<file path="config.mk">
export PLATFORM = sky130hd
export DESIGN_NAME = noc_credit_tx
export DESIGN_NICKNAME = d
export VERILOG_FILES = /design/src/rtl/noc_pkg.sv /design/src/rtl/noc_credit_counter.sv /design/src/rtl/noc_credit_tx.sv
export SDC_FILE = /design/constraint.sdc
export NUM_CORES = 1
export LEC_CHECK = 0
export CAP_MARGIN = 20
export CORE_UTILIZATION = 38
export CTS_CLUSTER_DIAMETER = 60
export CTS_CLUSTER_SIZE = 40
export DETAILED_ROUTE_END_ITERATION = 16
export DONT_BUFFER_PORTS = 1
export SLEW_MARGIN = 30
export SYNTH_ARGS = -nofsm -noshare
export SYNTH_HDL_FRONTEND = slang
export SYNTH_HIERARCHICAL = 1
export SYNTH_SLANG_ARGS = --single-unit
</file>
<file path="constraint.sdc">
create_clock -name clk -period 3.42 [get_ports clk]
set_input_delay 0.513 -clock clk [delete_from_list [all_inputs] [get_ports clk]]
set_output_delay 0.513 -clock clk [all_outputs]
set_load 0.01 [all_outputs]
</file>
<file path="src/rtl/noc_pkg.sv">
// Shared types and framing helpers for the NoC credit-based link.
package noc_pkg;

    // Default payload width for the packed flit record.
    localparam int NOC_FLIT_W = 32;

    typedef enum logic [1:0] {
        BODY   = 2'b00,
        HEAD   = 2'b01,
        TAIL   = 2'b10,
        SINGLE = 2'b11
    } flit_type_e;

    typedef enum logic {
        IDLE   = 1'b0,
        IN_PKT = 1'b1
    } tx_state_e;

    typedef struct packed {
        flit_type_e             flit_type;
        logic [NOC_FLIT_W-1:0]  data;
    } flit_t;

    // A flit is well framed if it opens a packet outside one, or continues/closes one inside.
    function automatic logic frame_legal(input tx_state_e st, input flit_type_e ft);
        logic ok;
        ok = 1'b0;
        case (st)
            IDLE:    ok = (ft == HEAD) || (ft == SINGLE);
            IN_PKT:  ok = (ft == BODY) || (ft == TAIL);
            default: ok = 1'b0;
        endcase
        return ok;
    endfunction

    // Framing state after a legal flit of the given type has been sent.
    function automatic tx_state_e frame_next(input tx_state_e st, input flit_type_e ft);
        tx_state_e nx;
        nx = st;
        case (ft)
            HEAD:    nx = IN_PKT;
            TAIL:    nx = IDLE;
            default: nx = st;
        endcase
        return nx;
    endfunction

endpackage

</file>
<file path="src/rtl/noc_credit_counter.sv">
// Saturating up/down credit counter; starts (and clears) full at MAX.
module noc_credit_counter
    import noc_pkg::*;
#(
    parameter int MAX = 8
) (
    input  logic                         clk,
    input  logic                         rst_n,
    input  logic                         clear,
    input  logic                         up,
    input  logic                         down,
    output logic [$clog2(MAX+1)-1:0]     count,
    output logic                         at_max,
    output logic                         at_zero,
    output logic                         overflow
);

    localparam int W = $clog2(MAX + 1);

    assign at_max   = (count == W'(MAX));
    assign at_zero  = (count == '0);
    // A lone return while already full cannot be counted; flag it instead.
    assign overflow = up && !down && at_max && !clear;

    // Count register: simultaneous up/down cancel, both directions saturate.
    always_ff @(posedge clk or negedge rst_n) begin
        if (!rst_n) begin
            count <= W'(MAX);
        end else if (clear) begin
            count <= W'(MAX);
        end else if (up && !down && !at_max) begin
            count <= count + W'(1);
        end else if (down && !up && !at_zero) begin
            count <= count - W'(1);
        end
    end

endmodule

</file>
<file path="src/rtl/noc_credit_tx.sv">
// Credit-based NoC link transmitter with packet framing checks and sticky error flags.
module noc_credit_tx
    import noc_pkg::*;
#(
    parameter int FLIT_WIDTH    = 32,
    parameter int CREDITS       = 8,
    parameter int PKT_CNT_WIDTH = 16
) (
    input  logic                           clk,
    input  logic                           rst_n,
    input  logic                           i_clear,
    input  logic                           i_valid,
    output logic                           o_ready,
    input  logic [1:0]                     i_flit_type,
    input  logic [FLIT_WIDTH-1:0]          i_flit_data,
    output logic                           o_flit_valid,
    output logic [1:0]                     o_flit_type,
    output logic [FLIT_WIDTH-1:0]          o_flit_data,
    input  logic                           i_credit_return,
    output logic [$clog2(CREDITS+1)-1:0]   o_credit_count,
    output logic                           o_frame_err,
    output logic                           o_credit_err,
    output logic [PKT_CNT_WIDTH-1:0]       o_pkt_cnt
);

    tx_state_e  state;
    tx_state_e  state_nxt;
    flit_type_e in_type;
    logic       accept;
    logic       send;
    logic       drop;
    logic       pkt_done;
    logic       at_zero;
    logic       unused_at_max;
    logic       credit_ovf;

    logic                  vld_p1;
    logic [1:0]            flit_type_p1;
    logic [FLIT_WIDTH-1:0] flit_data_p1;

    assign in_type = flit_type_e'(i_flit_type);
    // Readiness looks only at the registered count, never at a same-cycle return.
    assign o_ready = !at_zero && !i_clear;
    assign accept  = i_valid && o_ready;

    noc_credit_counter #(
        .MAX (CREDITS)
    ) u_credits (
        .clk      (clk),
        .rst_n    (rst_n),
        .clear    (i_clear),
        .up       (i_credit_return),
        .down     (send),
        .count    (o_credit_count),
        .at_max   (unused_at_max),
        .at_zero  (at_zero),
        .overflow (credit_ovf)
    );

    // Framing state register.
    always_ff @(posedge clk or negedge rst_n) begin
        if (!rst_n) begin
            state <= IDLE;
        end else if (i_clear) begin
            state <= IDLE;
        end else begin
            state <= state_nxt;
        end
    end

    // Next framing state: only legally sent flits move the FSM.
    always_comb begin
        state_nxt = state;
        if (send) begin
            state_nxt = frame_next(state, in_type);
        end
    end

    // FSM outputs: classify each accepted flit as sent or dropped.
    always_comb begin
        send     = 1'b0;
        drop     = 1'b0;
        pkt_done = 1'b0;
        if (accept) begin
            if (frame_legal(state, in_type)) begin
                send     = 1'b1;
                pkt_done = (in_type == TAIL) || (in_type == SINGLE);
            end else begin
                drop = 1'b1;
            end
        end
    end

    // ---- stage p1: registered link flit ----
    // Link output register; payload and type hold when nothing is sent.
    always_ff @(posedge clk or negedge rst_n) begin
        if (!rst_n) begin
            vld_p1       <= 1'b0;
            flit_type_p1 <= 2'b00;
            flit_data_p1 <= '0;
        end else if (i_clear) begin
            vld_p1       <= 1'b0;
            flit_type_p1 <= 2'b00;
            flit_data_p1 <= '0;
        end else begin
            vld_p1 <= send;
            if (send) begin
                flit_type_p1 <= i_flit_type;
                flit_data_p1 <= i_flit_data;
            end
        end
    end

    assign o_flit_valid = vld_p1;
    assign o_flit_type  = flit_type_p1;
    assign o_flit_data  = flit_data_p1;

    // Sticky error flags and wrapping packet counter.
    always_ff @(posedge clk or negedge rst_n) begin
        if (!rst_n) begin
            o_frame_err  <= 1'b0;
            o_credit_err <= 1'b0;
            o_pkt_cnt    <= '0;
        end else if (i_clear) begin
            o_frame_err  <= 1'b0;
            o_credit_err <= 1'b0;
            o_pkt_cnt    <= '0;
        end else begin
            if (drop) begin
                o_frame_err <= 1'b1;
            end
            if (credit_ovf) begin
                o_credit_err <= 1'b1;
            end
            if (pkt_done) begin
                o_pkt_cnt <= o_pkt_cnt + PKT_CNT_WIDTH'(1);
            end
        end
    end

endmodule

</file>
# Yosys cells after proc, flatten, opt, wreduce, memory -nomap -nowiden
# Index checks and enable logic that the tools add are counted.
[totals]
input_bits = 39
word_cells = 66
ff_bits = 58
out_inout_bits = 58
[op_classes]
mux = 25
eq_ne = 4
addsub = 3
bitwise_logic = 1
n_reduce_logical = 25
[op_table]
columns = ["cell", "n"]
rows = [
  ["32-bit 2-to-1 mux", 2],
  ["16-bit 2-to-1 mux", 2],
  ["16-bit by 1-bit adder with 16-bit output (second input constant)", 1],
  ["1-bit 2-to-1 mux", 14],
  ["4-bit 2-to-1 mux", 3],
  ["1-bit logical AND", 8],
  ["2-bit nonzero test", 4],
  ["3-bit nonzero test", 2],
  ["1-bit logical NOT", 5],
  ["4-bit by 1-bit adder with 4-bit output (second input constant)", 1],
  ["2-bit == test (second input constant)", 2],
  ["4-bit == test (second input constant)", 1],
  ["4-bit logical NOT", 1],
  ["2-bit 2-to-1 mux", 2],
  ["1-bit case mux with 2 select lines", 2],
  ["4-bit by 1-bit subtractor with 4-bit output (second input constant)", 1],
  ["1-bit logical OR", 3],
  ["2-bit by 1-bit == test with 1-bit output (second input constant)", 1],
  ["2-bit logical NOT", 1],
  ["2-bit AND reduction", 1],
  ["1-bit inverter", 1],
]

# Longest topological paths before layout
[depth]
depth_word = 13
ltp_mapped = 13
mapped_depth_nobuf = 12

# Modules after synthesis
# Netlist, hierarchy kept.
[modules_own_cells]
columns = ["module", "n_inst", "cells_per_inst", "area_each_um2", "seq_area_each_um2"]
rows = [
  ["noc_credit_tx", 1, 246, 2379.8, 1351.3],
  ["noc_credit_counter", 1, 37, 345.3, 101.3],
]

# Worst setup path after synthesis
# No wires, ideal clock.
[synth_timing]
kind = "flip-flop to flip-flop"
from = "register u_credits.count[1]"
to = "register u_credits.count[3]"
path_slack_ns = 0.281
stages_incl_launch_ff = 14
t_required_ns = 3.359
period_less_slack_ns = 3.139
t_arrival_ns = 3.078
setup_time_ns = 0.061
path_buffers = 1
cell_sequence = "dfrtp_1 -> nor4_2 -> nor2_1 -> nand3_1 -> inv_2 -> buf_2 -> or2b_2 -> nand2b_1 -> ha_1 -> a21o_1 -> a21oi_2 -> mux2_1 -> nand2_1 -> a31o_1"
[synth_between]
elab_chain_cells = 10
word_cells_on_any_way = 18
cone_classes = "add/sub (2); eq/ne (1); mux (4); reduce/logical (11)"
[synth_lines]
columns = ["element", "line_no", "text"]
rows = [
  ["start, declared", "noc_credit_counter.sv:12", "output logic [$clog2(MAX+1)-1:0] count,"],
  ["start signal, assigned", "noc_credit_counter.sv:28", "count <= W'(MAX);"],
  ["start signal, assigned", "noc_credit_counter.sv:30", "count <= W'(MAX);"],
  ["start signal, assigned", "noc_credit_counter.sv:32", "count <= count + W'(1);"],
  ["4-bit logical NOT *", "noc_credit_counter.sv:21", "assign at_zero = (count == '0);"],
  ["via at_zero", "noc_credit_tx.sv:33", "logic at_zero;"],
  ["1-bit logical NOT *", "noc_credit_tx.sv:43", "assign o_ready = !at_zero && !i_clear;"],
  ["1-bit logical AND *", "noc_credit_tx.sv:43", ""],
  ["via o_ready", "noc_credit_tx.sv:13", "output logic o_ready,"],
  ["1-bit logical AND *", "noc_credit_tx.sv:44", "assign accept = i_valid && o_ready;"],
  ["1-bit 2-to-1 mux *", "noc_credit_tx.sv:84", "if (accept) begin"],
  ["via send", "noc_credit_tx.sv:30", "logic send;"],
  ["1-bit logical NOT", "noc_credit_counter.sv:31", "end else if (up && !down && !at_max) begin"],
  ["1-bit logical AND (2 in a row)", "noc_credit_counter.sv:31", ""],
  ["4-bit 2-to-1 mux", "noc_credit_counter.sv:31", ""],
  ["4-bit 2-to-1 mux", "noc_credit_counter.sv:29", "end else if (clear) begin"],
]
# Mark *: on every way through the listed nets, which the timed path passes. The rest lies on a longest branch. The select of a mux whose other input is x is not followed.
# A chain may end at the register's enable or synchronous reset.

# Worst setup path after layout
[layout_timing]
from = "register u_credits.count[1]"
to = "register u_credits.count[3]"
[layout_between]
elab_chain_cells = 10
word_cells_on_any_way = 18
cone_classes = "add/sub (2); eq/ne (1); mux (4); reduce/logical (11)"
[layout_lines]
columns = ["element", "line_no"]
rows = [
  ["4-bit logical NOT *", "noc_credit_counter.sv:21"],
  ["via at_zero", "noc_credit_tx.sv:33"],
  ["1-bit logical NOT *", "noc_credit_counter.sv:33, noc_credit_tx.sv:43"],
  ["1-bit logical AND", "noc_credit_tx.sv:43"],
  ["1-bit logical AND", "noc_credit_tx.sv:44"],
  ["1-bit 2-to-1 mux", "noc_credit_tx.sv:84"],
  ["1-bit logical NOT", "noc_credit_counter.sv:31"],
  ["1-bit logical AND (2 in a row)", "noc_credit_counter.sv:31"],
  ["4-bit 2-to-1 mux", "noc_credit_counter.sv:31"],
  ["4-bit 2-to-1 mux", "noc_credit_counter.sv:29"],
]
# Marks and branches as above.

==> run_results.csv <==
group,metric,value,unit
die,start_util,39.7,%
timing,finalMaxSlewViolations,0,
drt,route.detailed.drc,0,
clock_network,clk_path_buf_depth,2,
logic_synthesis,synth_top_area_cell,"dfrtp_1",
timing,whs,26.2,ps
clock_network,holdBufCountCts,1,
drt,ant_nets,0,
global_route,grt_pass1_vias,1984,
power_and_ir_drop,pwr-share-comb,18.8,%
power_and_ir_drop,switchingPower,0.588,mW
timing,rsz0062_at_grt,"no",
logic_synthesis,synthesis.nets,326,
logic_synthesis,syn_area_per_cell,9.63,sq um
setup_path,cp-end-kind,"flop",
clock_network,post_cts_buffers,0,
clock_network,cts_buffers,9,
clock_network,clk_pin_slew,70,ps
drt,detail_route.wl_per_cell,15.6,microns
timing,period_minus_slack,2900,ps
drt,num_vias,2004,
setup_path,critPathArrivalTime,3170,ps
timing,max_freq,345,MHz
logic_synthesis,seq_area_frac_synth,53.3,%
drt,wl,6.03,mm
power_and_ir_drop,power_frac_clock,36.6,%
place,gp_congestion,0.711,
min_path,hold_path_class,"in2async",
global_route,overflow,0,
power_and_ir_drop,p_int,1.34,mW
power_and_ir_drop,p_leak,1.47,nW
logic_synthesis,synth_cells,283,
place,hpwl,3.78,mm
logic_synthesis,synthArstFlopShare,100,%
global_route,grt_pass1_wl,9.78,mm
global_route,antenna_found_initial,0,
cells_and_area,drive_gt1_share,11.3,%
timing,setup_tns,0,ps
run,cap_violations,0,
logic_synthesis,synth_area_leaders,"dfrtp_1 52%, nand2_1 10%, nand3b_1 9.4%, a21oi_1 2.2%, or3_1 1.8%",
run_status,status,"completed",
place,portBuffers,0,
cells_and_area,final_nets,329,
power_and_ir_drop,share_seq_of_total_power,44.6,%
drt,first_pass_iters,4,
timing,finalSetupViolations,0,
setup_path,cp_max_fo,6,
global_route,grt_max_degree,60,
logic_synthesis,synthFlopType,"dfrtp_1",
die,fp.dieW,86.7,microns
clock_network,cts-htree-levels,3,
clock_network,clock_sink_count,58,
timing,clock-skew-final,11.3,ps
clock_network,cts-root-buf,"clkbuf_8",
power_and_ir_drop,ir_drop,292,uV
timing,worst_slew_pin_slew,474,ps
logic_synthesis,synth_edf_count,0,
setup_path,worstPathRequired,3690,ps
timing,hold_viol,0,
setup_path,cp-start-kind,"flop",
power_and_ir_drop,p_sw_share,30.4,%
logic_synthesis,synth_top_area_share,52.3,%
clock_network,cts-resized-gates,0,
die,io_pins,97,
timing,relSlewSlack,68.3,%
cells_and_area,num_antenna_cells,0,
cells_and_area,final.fill_count,664,
logic_synthesis,synth_cell_types,43,
drt,drtIter0Drc,129,
die,die-area,7510,sq um
clock_network,tritoncts,"done",
logic_synthesis,netlist_area,2730,sq um
power_and_ir_drop,power.density,629,nW/um^2
die,core-area,6870,sq um
cells_and_area,synthToLayoutAreaGrowth,12.6,%
place,place_area,2820,sq um
drt,drt-vias-per-instance,5.18,
timing,period_share,84.9,%
cells_and_area,design_area,3070,sq um
setup_path,path_class,"reg2reg",
die,core.rowCount,30,
logic_synthesis,yosys_warnings,6,
logic_synthesis,yosys_register_bits,58,
clock_network,clock_latency,330,ps
global_route,grt_use_total,17.1,%
die,die_h,86.7,microns
-- sequential cells by signal, indices dropped and copies added (netlist names) --
signal	count
o_flit_type	2
o_flit_data	32
state	1
o_frame_err	1
o_flit_valid	1
u_credits/count	4
o_pkt_cnt	16
o_credit_err	1
-- path summary, 6_finish.rpt --
path                            depth (start not counted)                      startpoint  slack [ps]                        endpoint
min in group clk                                        1                         i_clear         240  u_credits/count[0]$_DFFE_PN0P_
worst max register to register                         12  u_credits/count[1]$_DFFE_PN0P_         520  u_credits/count[3]$_DFFE_PN1P_
worst min-delay path                                    0                           rst_n          30  u_credits/count[3]$_DFFE_PN1P_
max in group asynchronous                               1                           rst_n        3130     o_flit_data[30]$_DFFE_PN0P_
worst max-delay path                                   12  u_credits/count[1]$_DFFE_PN0P_         520  u_credits/count[3]$_DFFE_PN1P_
worst min register to register                          2        o_credit_err$_DFFE_PN0P_         560        o_credit_err$_DFFE_PN0P_
-- final cells by class --
cell class	count	area, sq um	area share [%]
Timing Repair Buffer	6	65.1	2.12
Clock inverter	5	77.6	2.53
Tap cell	96	120	3.91
Sequential cell	58	1450	47.3
Inverter	11	41.3	1.35
Clock buffer	11	141	4.61
Multi-Input combinational cell	200	1170	38.2
-- synthesized netlist by cell type, types with 2 or more instances --
cell type  number
dfrtp_1        57
o21ai_0         9
or4_1           3
nor2_1         12
a22o_1          2
and3_1          2
xnor2_1         3
nand2_1        73
nor3_1          2
clkbuf_1        8
ha_1            3
buf_2           6
o31ai_1         3
a21oi_1        12
inv_2           2
or3_1           8
nand3b_1       34
and4_1          2
inv_1           9
nand4_1         3
xor2_1          2
a211oi_1        2
nand3_1         6
-- placed cells by master (no fill, tap or decap), drive strengths merged, types with 3 or more instances in the layout --
cell	instances
nor3	3
xor2	3
or3	8
or4	3
inv	11
nor2	12
buf	6
a21oi	13
o31ai	3
nand4	4
xnor2	3
nand3b	34
nand3	6
dfrtp	57
o21ai	9
ha	3
clkbuf	11
nand2	74
-- stage by stage --
step / util, % / instances / total power [mW] / worst slack (ps)
3_5_place_dp: 41.1 / 370 / 1.22 / 545
4_1_cts: 44.7 / 387 / 1.95 / 513
2_1_floorplan: - / 283 / 1.15 / 281
3_3_place_gp: 41.1 / 370 / 1.21 / 625
5_1_grt: 44.7 / 387 / 2.04 / 375
6_report: 44.7 / 387 / 1.93 / 517
-- worst max-delay path, stage by stage, from the launching register on --
cell and delay [ps]:
dfrtp_1 480, nor4_2 340, nor2_1 100, nand3_1 130, inv_2 40, or2b_2 320
nand2b_1 200, ha_1 290, a21o_1 200, a21oi_2 210, mux2_1 340, nand2_1 70
a31o_1 120
-- metal layers --
metal / vias to the layer above / track usage, % / routed length (microns)
met2: 64 / 26.0 / 2750
met5: - / 0 / 0
met1: 962 / 22.2 / 2750
met3: 12 / 5.05 / 402
met4: 0 / 8.64 / 133
li1: 966 / - / -
-- kinds of logic (layout without fill, tap and decap cells) --
kind of cell,count (synthesis),after routing,synth area share (%)
AO/OA/AOI/OAI,34,34,7.85
XOR/XNOR,6,6,2.20
adder cells (fa/ha/maj),4,4,2.11
buffers and inverters,25,33,3.72
flip-flops,58,58,53.3
multiplexers,2,2,0.781
AND/OR/NAND/NOR,154,154,30.0
-- power by group through the flow --
| stage | clock network [mW] | logic (mW) | registers (mW) |
|---|---|---|---|
| 2_1_floorplan | 0 | 0.292 | 0.856 |
| 3_3_place_gp | 0 | 0.337 | 0.876 |
| 3_5_place_dp | 0 | 0.346 | 0.876 |
| 4_1_cts | 0.725 | 0.365 | 0.863 |
| 5_1_grt | 0.756 | 0.410 | 0.873 |
| 6_report | 0.706 | 0.363 | 0.862 |
(Power assumes the default switching activity.)
